$ cat src/rtl/bcd_counter_n.sv
// Cascaded N-decade BCD up/down counter with prescaler, parallel load,
// terminal-count, wrap pulse and sticky overflow flag.
module bcd_counter_n #(
    parameter int unsigned DIGITS   = 4,
    parameter int unsigned PRESCALE = 1
) (
    input  logic                  clock_50,
    input  logic                  reset,
    input  logic                  en,
    input  logic                  up,
    input  logic                  load,
    input  logic [4*DIGITS-1:0]   din,
    input  logic                  clr_ovf,
    output logic [4*DIGITS-1:0]   Q,
    output logic                  tc,
    output logic                  wrap,
    output logic                  ovf
);

    localparam logic [15:0] PCNT_LAST = 16'(PRESCALE - 1);

    logic [4*DIGITS-1:0] r_q;
    logic [15:0]         r_pcnt;
    logic                r_wrap;
    logic                r_ovf;

    logic [4*DIGITS-1:0] w_q_step;
    logic [4*DIGITS-1:0] w_load_val;
    logic [3:0]          w_d;
    logic [3:0]          w_din_d;
    logic                w_carry;
    logic                w_all9;
    logic                w_all0;
    logic                w_step;
    logic                w_wrap_step;

    // Ripple carry/borrow through the decades; digits past the last carry hold.
    always_comb begin
        w_q_step   = '0;
        w_load_val = '0;
        w_d        = '0;
        w_din_d    = '0;
        w_carry    = 1'b1;
        w_all9     = 1'b1;
        w_all0     = 1'b1;
        for (int unsigned i = 0; i < DIGITS; i++) begin
            w_d     = r_q[4*i +: 4];
            w_din_d = din[4*i +: 4];
            if (w_d != 4'd9) w_all9 = 1'b0;
            if (w_d != 4'd0) w_all0 = 1'b0;
            if (!w_carry) begin
                w_q_step[4*i +: 4] = w_d;
            end else if (up) begin
                if (w_d >= 4'd9) begin
                    w_q_step[4*i +: 4] = 4'd0;
                end else begin
                    w_q_step[4*i +: 4] = w_d + 4'd1;
                    w_carry = 1'b0;
                end
            end else begin
                if (w_d == 4'd0) begin
                    w_q_step[4*i +: 4] = 4'd9;
                end else begin
                    w_q_step[4*i +: 4] = w_d - 4'd1;
                    w_carry = 1'b0;
                end
            end
            w_load_val[4*i +: 4] = (w_din_d > 4'd9) ? 4'd0 : w_din_d;
        end
    end

    assign tc          = up ? w_all9 : w_all0;
    assign w_step      = en && !load && (r_pcnt == PCNT_LAST);
    assign w_wrap_step = w_step && tc;

    always_ff @(posedge clock_50) begin
        if (!reset) begin
            r_q    <= '0;
            r_pcnt <= '0;
            r_wrap <= 1'b0;
        end else if (load) begin
            r_q    <= w_load_val;
            r_pcnt <= '0;
            r_wrap <= 1'b0;
        end else if (en) begin
            if (r_pcnt == PCNT_LAST) begin
                r_pcnt <= '0;
                r_q    <= w_q_step;
                r_wrap <= w_wrap_step;
            end else begin
                r_pcnt <= r_pcnt + 16'd1;
                r_wrap <= 1'b0;
            end
        end else begin
            r_wrap <= 1'b0;
        end
    end

    // Wrap sets the flag even when a clear is requested in the same cycle.
    always_ff @(posedge clock_50) begin
        if (!reset) begin
            r_ovf <= 1'b0;
        end else if (w_wrap_step) begin
            r_ovf <= 1'b1;
        end else if (clr_ovf) begin
            r_ovf <= 1'b0;
        end
    end

    assign Q    = r_q;
    assign wrap = r_wrap;
    assign ovf  = r_ovf;

endmodule

$ cat config.mk
export PLATFORM = sky130hd
export DESIGN_NAME = bcd_counter_n
export DESIGN_NICKNAME = d
export VERILOG_FILES = /design/src/rtl/bcd_counter_n.sv
export SDC_FILE = /design/constraint.sdc
export NUM_CORES = 1
export LEC_CHECK = 0
export CAP_MARGIN = 0
export CORE_UTILIZATION = 55
export CTS_CLUSTER_SIZE = 40
export DETAILED_ROUTE_END_ITERATION = 7
export PLACE_DENSITY = 0.93
export SYNTH_ARGS = -nofsm -noshare
export SYNTH_HDL_FRONTEND = slang
export SYNTH_SLANG_ARGS = --single-unit
export TNS_END_PERCENT = 30
$ cat constraint.sdc
create_clock -name clock_50 -period 3 [get_ports clock_50]
set_clock_uncertainty 0.2 [all_clocks]
set_input_delay 0.6 -clock clock_50 [delete_from_list [all_inputs] [get_ports clock_50]]
set_output_delay 0.6 -clock clock_50 [all_outputs]
set_load 0.1 [all_outputs]
==> metrics.md, run 1 <==
| Metric | Value |
|---|---|
| GRT Overall Usage | `29.3%` |
| Post-detailed-route count of antenna-violating nets | `0` |
| Core box area | `4500 sq um` |
| Total number of clock tree sinks | `34` |
| Count of unique library cells instantiated by Yosys | `63` |
| Cells along the critical path | `inv_2 > ha_4 > or3b_4 > nor4_4 > o211ai_1 > clkinvlp_4 > buf_12` |
| Critical path depth | `7` |
| Post-synth EDFFs | `0` |
| Slew Limit Headroom | `67.1%` |
| Sequential standard cell area | `709 sq um` |
| Starting utilization of the core area | `59.3%` |
| Max-slew violation count | `0` |
| Leakage power | `1.21 nW` |
| Vias after detailed routing | `2,697` |
| Growth of design area from synthesis to finish | `23.2%` |
| Wirelength per Cell | `16.5 um` |
| Fraction of layout cells with a size suffix above 1 | `21.8%` |
| Average size of a mapped cell | `7.95 sq um` |
| Total count of hold-check failures in the final report | `0` |
| I/O pin cnt | `41` |
| Min setup slack post-route | `0.0708 ns` |
| Largest incremental delay on the critical path | `0.39 ns` |
| Fraction of the cycle the final worst path needs | `97.6%` |
| Maximum clock rate | `341 MHz` |
| Clock Tree Buf Depth | `2` |
| Routed WL | `7.14 mm` |
| Critical R2R Launch | `Q[4]` |
| Number of remaining DRC errors | `0` |
| Std cell rows | `24` |
| Peak supply drop | `285 uV` |
| Nets | `416` |
| Num CTS Buffers | `5` |
| Worst slack after detailed placement | `-0.111 ns` |
| Status | `finished, final reports clean` |
| Net count of the mapped netlist | `373` |
| Number of vias per cell | `6.24` |
| Largest area contributor in the synthesized netlist | `sky130_fd_sc_hd__dfxtp_1` |
| Critical Path End Type | `output pin` |
| Multi-input gate area in the final layout | `1830 sq um` |
| Number of antenna repair diodes | `0` |
| Top fanout value on the critical path | `6` |
| Final global-route overflow total | `0` |
| Reg2reg path depth | `8` |
| Dpl cells | `420` |
| Req. time, crit path | `2.20 ns` |
| Port buffer count | `40` |
| DR pass1 iterations | `7` |
| Worst skew pair latency | `0.30 ns` |
| Starting DRT DRC Count | `247` |
| Total power divided by cell area | `395 nW/um^2` |
| Max-cap check violation count | `0` |
| Antenna violations before repair | `0` |
| Slew of the pin with the lowest slew margin | `0.493 ns` |
| Final min period | `2.93 ns` |
| Arrival time reported for the critical path endpoint | `2.13 ns` |
| Die ar. | `5140 sq um` |
| Source of the critical timing path | `Q[1]` |
| Wire length of the first global-routing pass | `11.9 mm` |
| Vias in the first global route | `2,574` |
| H-tree depth | `2` |
| Final setup vio count | `0` |
| Largest net degree at the start of global routing | `36` |
| Clock tree from TritonCTS | `built` |
| Crit path max-delay cell type | `sky130_fd_sc_hd__or3b_4` |
| Number of buffer and inverter stages on the critical path | `3` |
| Path type of the worst setup path | `reg -> out` |
| Hold bufs inserted after CTS | `0` |
| Setup repair after global routing missed its margin | `no` |
| Yosys top cell area share | `25.5%` |
| Final weighted congestion in routability-driven placement | `0.929` |
| Synth Cell Area | `2670 sq um` |
| Cells after synthesis | `336` |
| Top delay family on crit path | `simple AND/OR/NAND/NOR gates` |
| Startpoint of the worst hold path | `Q[13]` |
| Final HPWL from detailed placement | `5.01 mm` |
| Horizontal die dimension | `71.7 um` |
| Die outline height | `71.7 um` |
| Count of synthesis-stage warnings from yosys | `0` |
| CP Launch Type | `flop` |
| Async set-or-reset flop fraction in the synthesized netlist | `0%` |
| CTS clk-pin slew, worst paths | `0.08 ns` |
| Register bit total from synthesis | `34` |
| Cell types occupying the most area after synthesis | `sky130_fd_sc_hd__dfxtp_1, sky130_fd_sc_hd__ha_1, sky130_fd_sc_hd__nor2_1` |
| Root buffer selected by CTS | `sky130_fd_sc_hd__clkbuf_8` |
| Post-synthesis sequential area ratio | `25.5%` |
| Hold Path Class | `reg -> reg` |
| Post-Layout Cell Count | `432` |
| Instance count along the most critical hold path | `2` |
| Number of fill cells in the layout | `355` |
| Setup_tns | `0 ns` |
| Synth cell count leaders | `sky130_fd_sc_hd__dfxtp_1, sky130_fd_sc_hd__nor2_1, sky130_fd_sc_hd__inv_1, sky130_fd_sc_hd__o21ai_0, sky130_fd_sc_hd__nand2_1` |
| Dominant synthesized flop cell | `sky130_fd_sc_hd__dfxtp_1` |
[registers in the layout (all words and copies together), names as in the netlist]
register / count
r_pcnt: 16
ovf: 1
wrap: 1
Q: 16
[where the power goes]
| part | switching, mW | internal (mW) | leakage, nW |
|---|---|---|---|
| Sequential | 0.0319 | 0.465 | 0.282 |
| Clock | 0.185 | 0.185 | 0.0515 |
| Combinational | 0.268 | 0.166 | 0.875 |
[worst reg2reg max path, cell delays in order (launching register included)]
cell,delay [ns]
sky130_fd_sc_hd__dfxtp_4,0.38
sky130_fd_sc_hd__inv_1,0.11
sky130_fd_sc_hd__ha_4,0.14
sky130_fd_sc_hd__buf_4,0.14
sky130_fd_sc_hd__or3b_1,0.39
sky130_fd_sc_hd__a31oi_1,0.34
sky130_fd_sc_hd__or3_4,0.22
sky130_fd_sc_hd__mux2_4,0.30
sky130_fd_sc_hd__o21ai_2,0.11
[path summary, 6_finish.rpt]
path                end  slack, ns
setup / recovery     tc       0.07
hold / removal    Q[13]       0.33
setup reg to reg   Q[9]       0.58
hold reg to reg   Q[13]       0.33
[metrics by stage]
stage | power [mW] | hold WS (ns) | utilization, % | area (sq um)
after global routing | 1.35 | 0.359 | 73.1 | 3290
after floorplan | 0.795 | 0.305 | - | 2700
after detailed placement | 0.905 | 0.316 | 68.7 | 3100
after global placement | 0.895 | 0.308 | 68.7 | 3100
after CTS | 1.28 | 0.325 | 72.3 | 3260
final | 1.30 | 0.334 | 73.1 | 3290
[logic make-up after synthesis]
kind of cell               after synthesis  synth area share, %
AOI/OAI and AO/OA                       88                 22.5
xor gates and xnor gates                15                 4.92
adders and majority gates               15                 7.03
buffers and inverters                   48                 8.72
DFF                                     34                 25.5
muxes                                    5                 2.76
and+or+nand+nor                        131                 28.6
[cell usage in the layout, fill, tap and decap left out, types with 3 or more instances in the layout]
cell type                         instances
sky130_fd_sc_hd__nor2_1                  34
sky130_fd_sc_hd__buf_4                   34
sky130_fd_sc_hd__o21ai_0                 24
sky130_fd_sc_hd__dfxtp_1                 23
sky130_fd_sc_hd__nand2_1                 22
sky130_fd_sc_hd__inv_1                   20
sky130_fd_sc_hd__clkdlybuf4s50_1         20
sky130_fd_sc_hd__nand4_1                 13
sky130_fd_sc_hd__nand3_1                 12
sky130_fd_sc_hd__a31oi_1                 11
sky130_fd_sc_hd__nor3_1                  11
sky130_fd_sc_hd__ha_1                    11
sky130_fd_sc_hd__a21oi_1                  9
sky130_fd_sc_hd__xnor2_1                  9
sky130_fd_sc_hd__dfxtp_4                  6
sky130_fd_sc_hd__inv_2                    6
sky130_fd_sc_hd__o41ai_1                  6
sky130_fd_sc_hd__xor2_1                   6
sky130_fd_sc_hd__clkbuf_8                 6
sky130_fd_sc_hd__dfxtp_2                  5
sky130_fd_sc_hd__o22ai_1                  5
sky130_fd_sc_hd__nor4_1                   4
sky130_fd_sc_hd__nand2b_1                 4
sky130_fd_sc_hd__nor2b_1                  4
sky130_fd_sc_hd__o31ai_1                  4
sky130_fd_sc_hd__a22o_1                   4
sky130_fd_sc_hd__ha_4                     4
sky130_fd_sc_hd__o211ai_1                 3
sky130_fd_sc_hd__nor3b_1                  3
sky130_fd_sc_hd__nor4b_1                  3
sky130_fd_sc_hd__o221ai_1                 3
sky130_fd_sc_hd__o21bai_1                 3
[per-layer routing]
| metal | share of wire [%] | global-route usage, % |
|---|---|---|
| met5 | 0 | 0 |
| met1 | 43 | 35.8 |
| met4 | 2.9 | 13.5 |
| met2 | 48 | 49.7 |
| met3 | 6.2 | 5.77 |
[layout make-up]
cell class | instances | share of cell area, %
multi-input cells | 254 | 55.5
well taps | 52 | 1.98
repair buffers | 56 | 14.7
inverters | 28 | 3.38
flip-flops and latches | 34 | 21.6
clock buffers | 6 | 2.51
clock inverters | 2 | 0.342
[what timing repair did]
action,in CTS,in global routing
setup buffers,4,0
resized for setup,12,9
cloned,0,0
endpoints found under the setup margin,1,1
endpoints found under the hold margin,0,0
pin swaps,5,2
Note: power is estimated with default switching activity, not from simulation.
==> run 2, diff against run 1 <==
--- a/config.mk
+++ b/config.mk
@@ -9,6 +9,7 @@
 export CORE_UTILIZATION = 55
 export CTS_CLUSTER_SIZE = 40
 export DETAILED_ROUTE_END_ITERATION = 7
+export MAX_ROUTING_LAYER = met4
 export PLACE_DENSITY = 0.93
 export SYNTH_ARGS = -nofsm -noshare
 export SYNTH_HDL_FRONTEND = slang
==> metrics.md, run 2 (synthesis results as in run 1) <==
| Metric | Value |
|---|---|
| Highest-count cells in the layout ignoring fill and taps | `sky130_fd_sc_hd__nor2_1, sky130_fd_sc_hd__buf_4, sky130_fd_sc_hd__o21ai_0` |
| Max-cap check violation count | `0` |
| Final setup vio count | `0` |
| H-tree depth | `2` |
| Hold bufs inserted after CTS | `0` |
| DR pass1 iterations | `6` |
| Std cell rows | `24` |
| Vias in the first global route | `2,567` |
| Die outline height | `71.7 um` |
| Peak supply drop | `285 uV` |
| Root buffer selected by CTS | `sky130_fd_sc_hd__clkbuf_8` |
| Slew of the pin with the lowest slew margin | `0.506 ns` |
| Hold Path Class | `reg -> reg` |
| Nets | `416` |
| Wire length of the first global-routing pass | `11.9 mm` |
| I/O pin cnt | `41` |
| Setup_tns | `0 ns` |
| Status | `finished, final reports clean` |
| GRT Overall Usage | `30.2%` |
| Final HPWL from detailed placement | `5.01 mm` |
| Growth of design area from synthesis to finish | `23.2%` |
| Largest net degree at the start of global routing | `36` |
| Clock Tree Buf Depth | `2` |
| Leakage power | `1.21 nW` |
| Starting DRT DRC Count | `278` |
| Post-detailed-route count of antenna-violating nets | `0` |
| Final global-route overflow total | `0` |
| Max-slew violation count | `0` |
| Final weighted congestion in routability-driven placement | `0.945` |
| Horizontal die dimension | `71.7 um` |
| Top fanout value on the critical path | `6` |
| Setup repair after global routing missed its margin | `no` |
| Total number of clock tree sinks | `34` |
| Slew Limit Headroom | `66.2%` |
| Vias after detailed routing | `2,733` |
| CTS clk-pin slew, worst paths | `0.08 ns` |
| Number of vias per cell | `6.33` |
| Total power divided by cell area | `396 nW/um^2` |
| Starting utilization of the core area | `59.3%` |
| Number of remaining DRC errors | `0` |
| Total count of hold-check failures in the final report | `0` |
| Port buffer count | `40` |
| Routed WL | `7.20 mm` |
| Path type of the worst setup path | `reg -> out` |
| Maximum clock rate | `341 MHz` |
| CP Launch Type | `flop` |
| Critical Path End Type | `output pin` |
| Num CTS Buffers | `5` |
| Fraction of the cycle the final worst path needs | `97.6%` |
| Req. time, crit path | `2.20 ns` |
| Die ar. | `5140 sq um` |
| Antenna violations before repair | `0` |
| Wirelength per Cell | `16.7 um` |
| Core box area | `4500 sq um` |
| Worst skew pair latency | `0.30 ns` |
| Clock tree from TritonCTS | `built` |
| Number of antenna repair diodes | `0` |
| Total power | `1.30 mW` |
| Final min period | `2.93 ns` |
| Fraction of layout cells with a size suffix above 1 | `21.8%` |
| Arrival time reported for the critical path endpoint | `2.13 ns` |
-- run 2: worst paths after layout --
path | start | end | slack, ns | cells past startpoint
setup / recovery | Q[1] | tc | 0.07 | 7
hold / removal | Q[13] | Q[13] | 0.34 | 2
setup reg to reg | Q[4] | Q[9] | 0.58 | 8
hold reg to reg | Q[13] | Q[13] | 0.34 | 2
-- run 2: timing repair --
item / 4_1_cts / 5_1_grt
gates resized for setup: 12 / 9
setup buffers: 4 / 0
setup endpoints to repair: 1 / 1
pin swaps: 5 / 2
-- run 2: metal layers --
layer | global-route usage, % | vias up | routed length [um]
li1 | - | 1316 | -
met1 | 35.9 | 1255 | 3040
met2 | 49.7 | 133 | 3410
met3 | 5.49 | 29 | 505
met4 | 13.5 | 0 | 244
met5 | - | - | 0
-- run 2: worst max-delay path, cell delays in order, from the launching register on --
cell and delay [ns]:
sky130_fd_sc_hd__dfxtp_4 0.37, sky130_fd_sc_hd__inv_2 0.10, sky130_fd_sc_hd__ha_4 0.14, sky130_fd_sc_hd__or3b_4 0.40
sky130_fd_sc_hd__nor4_4 0.26, sky130_fd_sc_hd__o211ai_1 0.23, sky130_fd_sc_hd__clkinvlp_4 0.16, sky130_fd_sc_hd__buf_12 0.17
-- run 2: where the power goes --
part	internal (mW)	switching (mW)
clock	0.185	0.185
sequential	0.465	0.0319
combinational	0.166	0.269
-- run 2: stage by stage --
stage / utilization [%] / std cells / setup WS [ns] / hold slack [ns] / instance area, sq um
global route: 73.1 / 432 / 0.0188 / 0.359 / 3290
finish: 73.1 / 432 / 0.0709 / 0.336 / 3290
floorplan: - / 336 / 0.0189 / 0.305 / 2700
global placement: 68.7 / 420 / -0.0768 / 0.308 / 3100
detailed placement: 68.7 / 420 / -0.111 / 0.316 / 3100
CTS: 72.3 / 432 / 0.0104 / 0.325 / 3260
-- run 2: cell type report --
cell class	instances	area, sq um
multi-input cells	254	1830
fillers	355	1210
flip-flops and latches	34	709
repair buffers	56	484
inverters	28	111
clock buffers	6	82.6
well taps	52	65.1
clock inverters	2	11.3
